File: config.mk
export PLATFORM = sky130hd
export DESIGN_NAME = pll_phase_shift_ctrl
export DESIGN_NICKNAME = d
export VERILOG_FILES = /design/src/rtl/pll_ctrl_pkg.sv /design/src/rtl/pll_phase_shift_ctrl_phasedone_sync.sv /design/src/rtl/pll_phase_shift_ctrl.sv
export SDC_FILE = /design/constraint.sdc
export NUM_CORES = 1
export LEC_CHECK = 0
export BUFFER_PORTS_ARGS = -buffer_cell sky130_fd_sc_hd__buf_2
export CAP_MARGIN = 30
export CORE_MARGIN = 4
export CORE_UTILIZATION = 54
export CTS_BUF_LIST = sky130_fd_sc_hd__clkbuf_4 sky130_fd_sc_hd__clkbuf_8
export CTS_CLUSTER_DIAMETER = 50
export DETAILED_ROUTE_END_ITERATION = 6
export PLACE_DENSITY = 0.87
export SLEW_MARGIN = 20
export SYNTH_ARGS = -nofsm -noshare
export SYNTH_HDL_FRONTEND = slang
export SYNTH_SLANG_ARGS = --single-unit
File: constraint.sdc
create_clock -name i_clk -period 2.4 [get_ports i_clk]
set_input_delay 0.12 -clock i_clk [delete_from_list [all_inputs] [get_ports i_clk]]
set_output_delay 0.12 -clock i_clk [all_outputs]
set_load 0.03 [all_outputs]
File: src/rtl/pll_ctrl_pkg.sv
// Shared types and constants for the PLL phase-shift controller.
// Holds the FSM encoding, error codes and default field widths.
package pll_ctrl_pkg;

    typedef enum logic [2:0] {
        ST_IDLE,
        ST_LOAD,
        ST_SETUP,
        ST_STEP,
        ST_WAIT_LO,
        ST_WAIT_HI,
        ST_DONE,
        ST_ERR
    } state_t;

    localparam logic [1:0] ERR_NONE = 2'd0;
    localparam logic [1:0] ERR_IDX  = 2'd1;
    localparam logic [1:0] ERR_LOCK = 2'd2;
    localparam logic [1:0] ERR_TMO  = 2'd3;

    localparam int DEF_CNT_SEL_W = 3;
    localparam int DEF_STEP_W    = 8;
    localparam int CMD_PLL_W     = 3;

endpackage

File: src/rtl/pll_phase_shift_ctrl_phasedone_sync.sv
// Two-flop synchroniser for the asynchronous per-PLL phasedone lines.
// Resets to all ones, matching an idle (not shifting) PLL.
module phasedone_sync #(
    parameter int N_PLL = 2
) (
    input  logic             i_clk,
    input  logic             i_rst_n,
    input  logic [N_PLL-1:0] i_async,
    output logic [N_PLL-1:0] o_sync
);

    logic [N_PLL-1:0] r_meta;
    logic [N_PLL-1:0] r_sync;

    always_ff @(posedge i_clk or negedge i_rst_n) begin
        if (!i_rst_n) begin
            r_meta <= '1;
            r_sync <= '1;
        end else begin
            r_meta <= i_async;
            r_sync <= r_meta;
        end
    end

    assign o_sync = r_sync;

endmodule

File: src/rtl/pll_phase_shift_ctrl.sv
// Single phase-shift sequencer shared by N_PLL reconfigurable PLLs.
// One-deep command buffer, phasedone handshake, lock and timeout supervision.
module pll_phase_shift_ctrl
    import pll_ctrl_pkg::*;
#(
    parameter int N_PLL     = 2,
    parameter int CNT_SEL_W = DEF_CNT_SEL_W,
    parameter int STEP_W    = DEF_STEP_W,
    parameter int STEP_HOLD = 2,
    parameter int TIMEOUT   = 1023
) (
    input  logic                       i_clk,
    input  logic                       i_rst_n,
    input  logic                       i_cmd_valid,
    output logic                       o_cmd_ready,
    input  logic [CMD_PLL_W-1:0]       i_cmd_pll,
    input  logic [CNT_SEL_W-1:0]       i_cmd_cnt,
    input  logic                       i_cmd_dir,
    input  logic [STEP_W-1:0]          i_cmd_steps,
    input  logic [N_PLL-1:0]           i_locked,
    input  logic [N_PLL-1:0]           i_phasedone,
    output logic [N_PLL-1:0]           o_phasestep,
    output logic [N_PLL*CNT_SEL_W-1:0] o_phasecounterselect,
    output logic [N_PLL-1:0]           o_phaseupdown,
    output logic                       o_busy,
    output logic                       o_done,
    output logic                       o_error,
    output logic [1:0]                 o_err_code
);

    localparam int HOLD_W = $clog2(STEP_HOLD + 1);
    localparam int TMO_W  = $clog2(TIMEOUT + 1);
    localparam logic [HOLD_W-1:0] HOLD_LAST = HOLD_W'(STEP_HOLD - 1);
    localparam logic [TMO_W-1:0]  TMO_LAST  = TMO_W'(TIMEOUT - 1);

    state_t                 r_state, w_state_next;
    logic [1:0]             w_err_next, r_err_code;
    logic                   r_buf_full;
    logic [CMD_PLL_W-1:0]   r_buf_pll, r_pll;
    logic [CNT_SEL_W-1:0]   r_buf_cnt, r_cnt;
    logic                   r_buf_dir, r_dir;
    logic [STEP_W-1:0]      r_buf_steps, r_remain;
    logic [HOLD_W-1:0]      r_hold;
    logic [TMO_W-1:0]       r_tmo;
    logic [N_PLL-1:0]       w_pd_sync;
    logic                   w_pd_sel, w_lock_sel, w_pll_ok;
    logic                   w_accept, w_load, w_step_on;
    logic [CNT_SEL_W-1:0]   r_sel [N_PLL];
    logic [N_PLL-1:0]       r_ud;

    phasedone_sync #(.N_PLL(N_PLL)) u_sync (
        .i_clk   (i_clk),
        .i_rst_n (i_rst_n),
        .i_async (i_phasedone),
        .o_sync  (w_pd_sync)
    );

    assign o_cmd_ready = !r_buf_full;
    assign w_accept    = i_cmd_valid && !r_buf_full;
    assign w_load      = (r_state == ST_IDLE) && r_buf_full;

    // Out-of-range indices select nothing, so a bad command reads as unlocked.
    always_comb begin
        w_pll_ok   = 1'b0;
        w_lock_sel = 1'b0;
        w_pd_sel   = 1'b1;
        for (int k = 0; k < N_PLL; k++) begin
            if (r_pll == CMD_PLL_W'(k)) begin
                w_pll_ok   = 1'b1;
                w_lock_sel = i_locked[k];
                w_pd_sel   = w_pd_sync[k];
            end
        end
    end

    always_ff @(posedge i_clk or negedge i_rst_n) begin
        if (!i_rst_n) begin
            r_buf_full  <= 1'b0;
            r_buf_pll   <= '0;
            r_buf_cnt   <= '0;
            r_buf_dir   <= 1'b0;
            r_buf_steps <= '0;
        end else begin
            if (w_load) begin
                r_buf_full <= 1'b0;
            end
            if (w_accept) begin
                r_buf_full  <= 1'b1;
                r_buf_pll   <= i_cmd_pll;
                r_buf_cnt   <= i_cmd_cnt;
                r_buf_dir   <= i_cmd_dir;
                r_buf_steps <= i_cmd_steps;
            end
        end
    end

    always_ff @(posedge i_clk or negedge i_rst_n) begin
        if (!i_rst_n) begin
            r_state <= ST_IDLE;
        end else begin
            r_state <= w_state_next;
        end
    end

    // Lock loss is checked first in every active state so it beats a timeout.
    always_comb begin
        w_state_next = r_state;
        w_err_next   = ERR_NONE;
        case (r_state)
            ST_IDLE: if (r_buf_full) w_state_next = ST_LOAD;
            ST_LOAD: begin
                if (!w_pll_ok) begin
                    w_state_next = ST_ERR;
                    w_err_next   = ERR_IDX;
                end else if (!w_lock_sel) begin
                    w_state_next = ST_ERR;
                    w_err_next   = ERR_LOCK;
                end else if (r_remain == '0) begin
                    w_state_next = ST_DONE;
                end else begin
                    w_state_next = ST_SETUP;
                end
            end
            ST_SETUP, ST_STEP, ST_WAIT_LO, ST_WAIT_HI: begin
                if (!w_lock_sel) begin
                    w_state_next = ST_ERR;
                    w_err_next   = ERR_LOCK;
                end else if (r_state == ST_SETUP) begin
                    w_state_next = ST_STEP;
                end else if (r_state == ST_STEP) begin
                    if (r_hold == HOLD_LAST) w_state_next = ST_WAIT_LO;
                end else if (r_state == ST_WAIT_LO && !w_pd_sel) begin
                    w_state_next = ST_WAIT_HI;
                end else if (r_state == ST_WAIT_HI && w_pd_sel) begin
                    w_state_next = (r_remain == STEP_W'(1)) ? ST_DONE : ST_STEP;
                end else if (r_tmo == TMO_LAST) begin
                    w_state_next = ST_ERR;
                    w_err_next   = ERR_TMO;
                end
            end
            ST_DONE, ST_ERR: w_state_next = ST_IDLE;
            default: w_state_next = ST_IDLE;
        endcase
    end

    always_comb begin
        w_step_on = (r_state == ST_STEP);
        o_busy    = (r_state != ST_IDLE);
        o_done    = (r_state == ST_DONE);
        o_error   = (r_state == ST_ERR);
    end

    always_ff @(posedge i_clk or negedge i_rst_n) begin
        if (!i_rst_n) begin
            r_pll      <= '0;
            r_cnt      <= '0;
            r_dir      <= 1'b0;
            r_remain   <= '0;
            r_err_code <= ERR_NONE;
            r_hold     <= '0;
            r_tmo      <= '0;
        end else begin
            if (w_load) begin
                r_pll      <= r_buf_pll;
                r_cnt      <= r_buf_cnt;
                r_dir      <= r_buf_dir;
                r_remain   <= r_buf_steps;
                r_err_code <= ERR_NONE;
            end else if (w_state_next == ST_ERR) begin
                r_remain   <= '0;
                r_err_code <= w_err_next;
            end else if (r_state == ST_WAIT_HI && w_state_next != ST_WAIT_HI) begin
                r_remain <= r_remain - STEP_W'(1);
            end
            r_hold <= (r_state == ST_STEP) ? r_hold + HOLD_W'(1) : '0;
            if (w_state_next != r_state) begin
                r_tmo <= '0;
            end else if (r_state == ST_WAIT_LO || r_state == ST_WAIT_HI) begin
                r_tmo <= r_tmo + TMO_W'(1);
            end
        end
    end

    assign o_err_code = r_err_code;

    generate
        for (genvar gi = 0; gi < N_PLL; gi++) begin : g_pll
            always_ff @(posedge i_clk or negedge i_rst_n) begin
                if (!i_rst_n) begin
                    r_sel[gi] <= '0;
                    r_ud[gi]  <= 1'b1;
                end else if (r_state == ST_LOAD && w_state_next == ST_SETUP &&
                             r_pll == CMD_PLL_W'(gi)) begin
                    r_sel[gi] <= r_cnt;
                    r_ud[gi]  <= r_dir;
                end
            end
            assign o_phasecounterselect[gi*CNT_SEL_W +: CNT_SEL_W] = r_sel[gi];
            assign o_phaseupdown[gi] = r_ud[gi];
            assign o_phasestep[gi]   = w_step_on && (r_pll == CMD_PLL_W'(gi)) && i_locked[gi];
        end
    endgenerate

endmodule
==> metrics.csv, run 1 <==
stage,metric,value,unit
final_layout,layout_commonest_cell,dfrtp_1,
final_layout,n_antenna_cell,0,
yosys,ys_warn_count,0,
yosys,synth-seq-cells,60,
pwr,switching_share,43.7,%
route,wl_per_cell,17.5,um
yosys,async_flop_share,100,%
clock_tree,root_buffer,clkbuf_8,
status,status,"complete, but fails checks",
worst_setup_path,endpoint_kind,flop,
grt,grt_max_degree,61,
sta,max_slew_margin,72.6,%
die,dieArea,0.00720,mm^2
die,core.rowCount,27,
final_layout,fin_util,73.6,%
clock_tree,path_clk_slew,70,ps
status,violations,negative setup slack,
pwr,p_switching,2.77,mW
run,maxCapViolations,0,
grt,antenna_found_initial,0,
sta,fin_worst_skew,8.71,ps
sta,tightestPinTransition,410,ps
sta,fmax,0.415,GHz
final_layout,drive_gt1_share,41.3,%
grt,grt_usage,21.3,%
sta,timing.final.ws_setup,-9.87,ps
die,io_pins,38,
pwr,internal-power,3.56,mW
yosys,mappedNetlistArea,0.00319,mm^2
place,pre_cts_ws,-29.6,ps
place,gp_congestion,0.914,
pwr,clkPwrFrac,14.2,%
yosys,synthesis.nets,323,
clock_tree,insertion_delay,340,ps
yosys,ys.flop_type,dfrtp_1,
clock_tree,cts_tree,done,
route,drtIter0Drc,190,
sta,slew_violations,0,
grt,grt-ovfl-total,0,
pwr,power.leakage,1.87,nW
worst_setup_path,cp-start-kind,flop,
route,finalWirelength,7870,um
grt,grt_pass1_wl,12200,um
route,viasPerCell,5.73,
pwr,pwr-share-seq,27.1,%
die,dieHeight,84.9,um
route,drc,0,
place,place.port_buffers,37,
sta,rsz0062_at_grt,yes,
sta,fin_crit_sh,100,%
worst_setup_path,cp.arrival,2640,ps
yosys,yosys.area.top_type_share,42.4,%
grt,grt_pass1_vias,2520,
die,start_util,56.9,%
clock_tree,htreeDepth,3,
yosys,ys_types,65,
yosys,synth_area_leaders,"dfrtp_1 42%, mux2_2 6.0%, dfstp_2 4.9%",
pwr,p_per_area,1530,mW/mm^2
final_layout,layout.nets,403,
sta,hold_violations,0,
worst_setup_path,cp.required,2630,ps
clock_tree,numCtsBuffers,9,
yosys,synthCells,293,
worst_setup_path,critical_path_class,reg -> reg,
die,die_width,84.9,um
sta,setup_violations,3,
place,detailed_place_hpwl,5160,um
yosys,syn_area_per_cell,10.9,um^2
worst_setup_path,cp_max_fo,7,
route,drtPass1Iterations,4,
yosys,synth_area_leader_cell,dfrtp_1,
final_layout,layout_common_cells,"48 x dfrtp_1, 37 x nand2_1, 37 x buf_2, 30 x nor2_1, 27 x buf_4",
route,dr_total_vias,2579,
die,core,0.00561,mm^2
clock_tree,clock_sinks,60,
sta,finalCriticalPeriod,2410,ps
clock_tree,clockBufferDepth,2,
pwr,ir_drop,0.897,mV
yosys,synth-edff-count,0,
yosys,ys_seq_area_share,47.3,%
pwr,combPwrFrac,58.8,%
worst_hold_path,hold_class,in -> reg,
final_layout,syn_to_final_growth,29.3,%
route,antenna_left,0,
kinds of logic after synthesis:
family          after synthesis  synth area share, %
buf+inv                      21                 3.02
fa+ha+maj                     8                 3.14
mux                          29                 10.2
flops                        60                 47.3
compound gates               43                 12.0
xor+xnor                     12                 3.53
simple gates                120                 20.8
layer usage:
metal	global-route usage [%]	share of wire, %	up-vias
met5	0	0	-
met4	8.35	2.2	0
met3	5.44	4.4	20
met2	34.8	52	77
met1	27.4	41	1273
li1	-	-	1209
Yosys cell counts, types with 2 or more instances:
cell / number
nand3_1: 6
mux2_1: 8
nor4_1: 2
buf_2: 2
nand2_2: 2
ha_1: 8
nor3_1: 5
a21oi_1: 7
nor4_2: 2
o21ai_0: 6
o2111ai_2: 2
o21ai_1: 2
xnor2_1: 7
nand3_2: 2
nand2_1: 37
or3_1: 2
o2bb2ai_1: 2
nand2b_1: 4
nor4_4: 2
clkbuf_1: 6
nor2_1: 31
a41o_1: 3
xor2_1: 4
or2_2: 2
and2_1: 2
nor3b_1: 3
dfrtp_1: 54
mux2i_1: 3
dfstp_2: 6
mux2_2: 17
a22o_1: 2
o31ai_1: 3
inv_1: 10
nor2b_1: 3
nand4_1: 5
buf_6: 2
layout make-up:
| type | instances | area [um^2] |
|---|---|---|
| inverter | 11 | 41.3 |
| clock buffer | 10 | 131 |
| sequential | 60 | 1520 |
| timing repair buffer | 79 | 561 |
| tap | 72 | 90.1 |
| clock inverter | 6 | 66.3 |
| multi-input combinational | 212 | 1720 |
| fill | 386 | 1480 |
worst paths after layout:
kind	from	endpoint	slack (ps)	cells past startpoint
worst max-delay path	r_pll[0]	o_phasecounterselect[5]	-10	8
worst max register to register	r_pll[0]	o_phasecounterselect[5]	-10	8
worst min register to register	u_sync.r_meta[1]	u_sync.o_sync[1]	360	0
min in group asynchronous	i_rst_n	r_buf_pll[0]	320	3
max in group asynchronous	i_rst_n	o_phaseupdown[0]	1790	3
worst min-delay path	i_cmd_steps[3]	r_buf_steps[3]	10	2
worst max-delay path, stage by stage (launching register included):
cell,delay (ps)
dfrtp_2,450
buf_6,140
mux2i_4,180
a211oi_2,270
o221a_1,320
o22ai_4,160
nor4_4,270
buf_4,190
mux2_4,310
power by group through the flow:
stage / registers, mW / logic, mW / clock network (mW)
6_report: 1.71 / 3.72 / 0.897
3_3_place_gp: 1.66 / 3.07 / 0
2_1_floorplan: 1.70 / 2.25 / 0
5_1_grt: 1.75 / 3.99 / 0.970
4_1_cts: 1.67 / 3.24 / 0.911
3_5_place_dp: 1.68 / 3.17 / 0
flip-flops by register name (all words and copies together) (netlist names), 3 cells and up:
signal / cells
r_cnt: 3
r_buf_steps: 8
r_buf_pll: 3
r_tmo: 10
r_buf_cnt: 3
r_remain: 8
r_pll: 3
o_phasecounterselect: 6
r_state: 3
metrics by stage:
| stage | cells | TNS [ps] | cell area, um^2 | hold slack, ps | total power [mW] |
|---|---|---|---|---|---|
| global placement | 414 | 0 | 3590 | 147 | 4.73 |
| floorplan | 293 | 0 | 3190 | -176 | 3.95 |
| finish | 450 | -12.4 | 4130 | 10.7 | 6.33 |
| global route | 450 | -1290 | 4130 | 1.85 | 6.71 |
| CTS | 438 | 0 | 3880 | 1.30 | 5.82 |
| detailed placement | 414 | -136 | 3590 | 148 | 4.86 |
repair_timing:
item,in CTS,in global routing
resized for setup,3,30
setup endpoints to repair,19,25
hold endpoints to repair,61,3
pin swaps,2,13
hold buffers,8,3
setup buffers,0,9
Power figures use the tool's default switching activity.
==> run 2, diff against run 1 <==
--- a/config.mk
+++ b/config.mk
@@ -12,7 +12,7 @@
 export CTS_BUF_LIST = sky130_fd_sc_hd__clkbuf_4 sky130_fd_sc_hd__clkbuf_8
 export CTS_CLUSTER_DIAMETER = 50
 export DETAILED_ROUTE_END_ITERATION = 6
-export PLACE_DENSITY = 0.87
+export PLACE_DENSITY = 0.78
 export SLEW_MARGIN = 20
 export SYNTH_ARGS = -nofsm -noshare
 export SYNTH_HDL_FRONTEND = slang
==> run 2 against run 1 <==
  * The flow now finishes without violations
  * Combinational power down 3%
  * Clock power grew 7.4%
  * Sequential cell count unchanged
  * Sequential share of layout area up 0.42 points
  * Count of clock-buffer cells in the layout is 1 higher
  * Total power fell by 1.2%
  * Largest cell class unchanged
  * Highest routed layer unchanged
==> metrics.csv, run 2 (same netlist as run 1, synthesis figures left out) <==
stage,metric,value,unit
grt,grt_usage,21.3,%
worst_setup_path,cp.arrival,2550,ps
grt,grt_max_degree,61,
place,detailed_place_hpwl,5140,um
die,io_pins,38,
pwr,switching_share,43.3,%
grt,grt_pass1_wl,12100,um
route,antenna_left,0,
pwr,power.leakage,1.86,nW
worst_hold_path,min_path_cells,2,
worst_setup_path,critical_path_class,reg -> reg,
route,drc,0,
place,place.port_buffers,37,
route,finalWirelength,7610,um
place,placedInstanceArea,0.00360,mm^2
die,core,0.00561,mm^2
final_layout,syn_to_final_growth,27.5,%
final_layout,largest_register,r_tmo,
worst_setup_path,endpoint_kind,flop,
place,pre_cts_ws,-33.7,ps
worst_setup_path,cp-start-kind,flop,
clock_tree,htreeDepth,3,
route,drtIter0Drc,163,
status,status,finished clean,
sta,timing.final.ws_setup,75.8,ps
worst_hold_path,hp-start,i_cmd_steps[1],
sta,tightestPinTransition,761,ps
worst_setup_path,rrSetupSlack,80,ps
die,dieArea,0.00720,mm^2
final_layout,layout_commonest_cell,dfrtp_1,
worst_setup_path,path_buf_inv,1,
pwr,clkPwrFrac,15.4,%
sta,max_slew_margin,49.3,%
worst_hold_path,hold_end,r_buf_steps[1],
final_layout,layout_common_cells,"52 x dfrtp_1, 37 x nand2_1, 37 x buf_2, 31 x nor2_1, 30 x buf_4",
worst_setup_path,ff2ff_path_depth,7,
final_layout,top_regs,"r_tmo: 10 flops, r_buf_steps: 8 flops, r_remain: 8 flops",
sta,rsz0062_at_grt,yes,
clock_tree,path_clk_slew,70,ps
sta,setup_violations,0,
worst_setup_path,critPathTopFamily,compound AO/OA/AOI/OAI gates,
die,dieHeight,84.9,um
worst_setup_path,r2r_start,r_pll[1],
run,maxCapViolations,0,
sta,hold_violations,0,
clock_tree,clockBufferDepth,2,
die,die_width,84.9,um
sta,slew_violations,0,
final_layout,stdcell_area,0.00407,mm^2
place,gp_congestion,0.876,
clock_tree,clock_sinks,60,
route,drtPass1Iterations,4,
worst_setup_path,cp.required,2630,ps
worst_hold_path,hold_class,in -> reg,
pwr,p_switching,2.71,mW
grt,antenna_found_initial,0,
worst_setup_path,r2r_end,o_phasecounterselect[4],
final_layout,n_antenna_cell,0,
die,core.rowCount,27,
clock_tree,cts_tree,done,
pwr,ir_drop,0.838,mV
pwr,p_per_area,1540,mW/mm^2
clock_tree,numCtsBuffers,9,
worst_setup_path,crit_slowest_cell,dfrtp_1,
pwr,pwr-share-seq,26.7,%
final_layout,fin_util,72.5,%
pwr,combPwrFrac,57.9,%
route,viasPerCell,5.71,
worst_setup_path,cp_max_fo,7,
clock_tree,root_buffer,clkbuf_8,
sta,fmax,0.430,GHz
worst_setup_path,critical-path-max-stage-delay,420,ps
clock_tree,insertion_delay,340,ps
route,wl_per_cell,17.1,um
worst_setup_path,path_cells,or2_2 -> a211oi_2 -> o221a_4 -> o22ai_4 -> nor4_4 -> buf_4 -> mux2_1,
die,start_util,56.9,%
sta,hold_ws,13.6,ps
pwr,internal-power,3.55,mW
final_layout,layout.nets,398,
grt,grt-ovfl-total,0,
sta,timing.setup.tns,0,ps
sta,fin_crit_sh,96.8,%
sta,finalCriticalPeriod,2320,ps
final_layout,drive_gt1_share,41.3,%
sta,fin_worst_skew,12.5,ps
route,dr_total_vias,2540,
grt,grt_pass1_vias,2460,
final_layout,largest_reg_flops,10,
==> run 2: cell types whose count changed in the layout (fill, tap and decap cells not counted), sizes merged <==
cell and change:
clkinvlp +1, buf +1, clkinv -2, clkbuf +1, dlygate4sd3 -6
==> run 2: routing by layer <==
metal	global-route usage, %	vias to the layer above	part of all wire [%]	wire (um)
met5	0	-	0	0
met4	7.34	0	2.4	182
met3	4.76	21	4.4	332
met2	34.4	76	49	3690
met1	28.3	1254	45	3400
li1	-	1189	-	-
==> run 2: area by class of cell <==
cell class | count | area [um^2]
clock inverter | 5 | 60.1
tap | 72 | 90.1
clock buffer | 11 | 151
inverter | 11 | 41.3
timing repair buffer | 74 | 483
sequential | 60 | 1510
multi-input combinational | 212 | 1730
fill | 399 | 1540
==> run 2: what timing repair did <==
action | 4_1_cts | 5_1_grt
hold buffers | 5 | 0
setup buffers | 2 | 4
setup endpoints to repair | 7 | 28
resized for setup | 5 | 25
hold endpoints to repair | 58 | 0
pin swaps | 4 | 8
==> run 2: how the worst max path moves through the flow <==
stage,from,end,slack (ps),cells after the start
final,r_pll[1],o_phasecounterselect[4],80,7
after global routing,r_state[2],r_remain[5],-40,9
after CTS,r_pll[0],o_phasecounterselect[0],6,7
after detailed placement,r_state[2],o_phasecounterselect[0],-30,8
after global placement,r_state[1],o_phasecounterselect[3],20,7
after floorplan,r_state[2],o_phasecounterselect[3],40,8
==> run 2: metrics by stage <==
step,std cells,total power [mW]
floorplan,293,3.95
global placement,418,4.83
detailed placement,418,4.89
CTS,441,5.95
global route,445,6.66
finish,445,6.26
==> run 2: power by group through the flow <==
stage	Clock, mW	Sequential [mW]	Combinational [mW]
2_1_floorplan	0	1.70	2.25
3_5_place_dp	0	1.66	3.23
3_3_place_gp	0	1.65	3.19
4_1_cts	0.977	1.65	3.32
5_1_grt	1.03	1.72	3.91
6_report	0.963	1.67	3.62
==> run 3, diff against run 2 <==
--- a/config.mk
+++ b/config.mk
@@ -8,11 +8,11 @@
 export BUFFER_PORTS_ARGS = -buffer_cell sky130_fd_sc_hd__buf_2
 export CAP_MARGIN = 30
 export CORE_MARGIN = 4
-export CORE_UTILIZATION = 54
+export CORE_UTILIZATION = 45
 export CTS_BUF_LIST = sky130_fd_sc_hd__clkbuf_4 sky130_fd_sc_hd__clkbuf_8
 export CTS_CLUSTER_DIAMETER = 50
 export DETAILED_ROUTE_END_ITERATION = 6
-export PLACE_DENSITY = 0.78
+export PLACE_DENSITY = 0.67
 export SLEW_MARGIN = 20
 export SYNTH_ARGS = -nofsm -noshare
 export SYNTH_HDL_FRONTEND = slang
==> run 3 against run 2 <==
  * Clock skew shrank 3.8 ps
  * Sequential power barely moved
  * Combinational power up 2%
  * Non-clock buffer count rose by 6
  * Fmax fell by 1.4%
  * Via count rose by 0.12%
  * Critical endpoint is now r_remain[5]
  * Largest cell class unchanged
==> metrics.csv, run 3 (same netlist as run 1, synthesis figures left out) <==
stage,metric,value,unit
status,status,finished clean,
final_layout,layout.nets,404,
final_layout,largest_reg_flops,10,
route,drtPass1Iterations,4,
sta,fin_crit_sh,98.3,%
die,core.rowCount,30,
sta,max_slew_margin,53.4,%
sta,setup_violations,0,
sta,finalCriticalPeriod,2360,ps
route,wl_per_cell,16.0,um
die,core,0.00683,mm^2
worst_setup_path,cp-start-kind,flop,
sta,fin_worst_skew,8.76,ps
worst_setup_path,ff2ff_path_depth,7,
clock_tree,clockBufferDepth,2,
sta,rsz0062_at_grt,yes,
sta,hold_ws,13.1,ps
grt,grt_max_degree,34,
sta,timing.final.ws_setup,41.8,ps
grt,grt_use_met2,28.8,%
route,drtIter0Drc,59,
grt,grt_usage,19.3,%
place,pre_cts_ws,-21.3,ps
clock_tree,numCtsBuffers,9,
clock_tree,htreeDepth,3,
die,die_width,92.2,um
place,place.port_buffers,37,
grt,grt_pass1_vias,2581,
grt,use_met1,26.8,%
pwr,p_per_area,1500,mW/mm^2
worst_setup_path,cp.required,2630,ps
grt,grt-ovfl-total,0,
worst_hold_path,hold_class,in -> reg,
route,drc,0,
place,gp_congestion,0.948,
final_layout,drive_gt1_share,39.1,%
place,post-place-cells,441,
pwr,ir_drop,0.685,mV
grt,met3_usage,5.50,%
place,detailed_place_hpwl,5310,um
clock_tree,insertion_delay,340,ps
sta,hold_violations,0,
place,placedInstanceArea,0.00364,mm^2
grt,grt_pass1_wl,12900,um
final_layout,stdcell_count,475,
clock_tree,path_clk_slew,70,ps
sta,slew_violations,0,
sta,tightestPinTransition,699,ps
final_layout,top_regs,"r_tmo: 10 flops, r_buf_steps: 8 flops, r_remain: 8 flops",
sta,fmax,0.424,GHz
worst_hold_path,min_path_cells,2,
final_layout,layout_common_cells,"51 x dfrtp_1, 37 x nand2_1, 37 x buf_2, 30 x nor2_1, 24 x buf_4",
die,dieArea,0.00850,mm^2
worst_setup_path,endpoint_kind,flop,
worst_setup_path,critical_path_class,reg -> reg,
clock_tree,cts_tree,done,
worst_setup_path,cp.arrival,2590,ps
die,io_pins,38,
worst_setup_path,cp_max_fo,7,
route,dr_total_vias,2543,
route,finalWirelength,7610,um
grt,grt-busiest-layer,met2,
final_layout,layout_commonest_cell,dfrtp_1,
clock_tree,root_buffer,clkbuf_8,
die,start_util,46.7,%
clock_tree,clock_sinks,60,
grt,antenna_found_initial,0,
route,antenna_left,0,
pwr,power.leakage,1.87,nW
final_layout,n_antenna_cell,0,
final_layout,stdcell_area,0.00415,mm^2
sta,timing.setup.tns,0,ps
final_layout,largest_register,r_tmo,
final_layout,syn_to_final_growth,30.2,%
run,maxCapViolations,0,
die,dieHeight,92.2,um
route,viasPerCell,5.35,
## run 3: where the power goes
group	switching [mW]	internal (mW)	total, mW
clock	0.414	0.430	0.844
sequential	0.290	1.39	1.68
combinational	2.04	1.64	3.68
total	2.74	3.47	6.21
## run 3: area by class of cell
| class | instances | area (um^2) |
|---|---|---|
| Fill cell | 576 | 2680 |
| Multi-Input combinational cell | 212 | 1720 |
| Sequential cell | 60 | 1510 |
| Timing Repair Buffer | 80 | 569 |
| Clock buffer | 11 | 151 |
| Tap cell | 96 | 120 |
| Inverter | 11 | 41.3 |
| Clock inverter | 5 | 36.3 |
## run 3: through the flow
stage	total power, mW	utilization (%)
2_1_floorplan	3.95	-
3_3_place_gp	4.84	53.3
3_5_place_dp	4.87	53.3
4_1_cts	5.80	58.6
5_1_grt	6.63	60.8
6_report	6.21	60.8
## run 3: critical path, cell delays in order (launching register included)
cell	delay, ps
dfrtp_1	400
buf_4	150
or3b_4	390
o221a_4	290
o22ai_4	380
and2_4	280
o21ai_1	80
a221o_1	280
## run 3: path summary, 6_finish.rpt
kind / from / endpoint / slack (ps)
max: r_state[1] / r_remain[5] / 40
max reg2reg: r_state[1] / r_remain[5] / 40
max in group asynchronous: i_rst_n / o_phaseupdown[0] / 1370
min: i_cmd_steps[5] / r_buf_steps[5] / 10
min in group asynchronous: i_rst_n / r_buf_cnt[1] / 350
min reg2reg: u_sync.r_meta[0] / u_sync.o_sync[0] / 360
## run 3: what timing repair did
action	in CTS	in global routing
cloned	0	0
hold endpoints to repair	36	0
resized for setup	3	26
endpoints found under the setup margin	6	17
pin swaps	3	9
hold buffers	15	0
buffers inserted	2	1
## run 3: per-layer routing
layer  wire [um]  share of wire, %
met4         113               1.5
met2        3610                47
met5           0                 0
met1        3510                46
met3         378               5.0
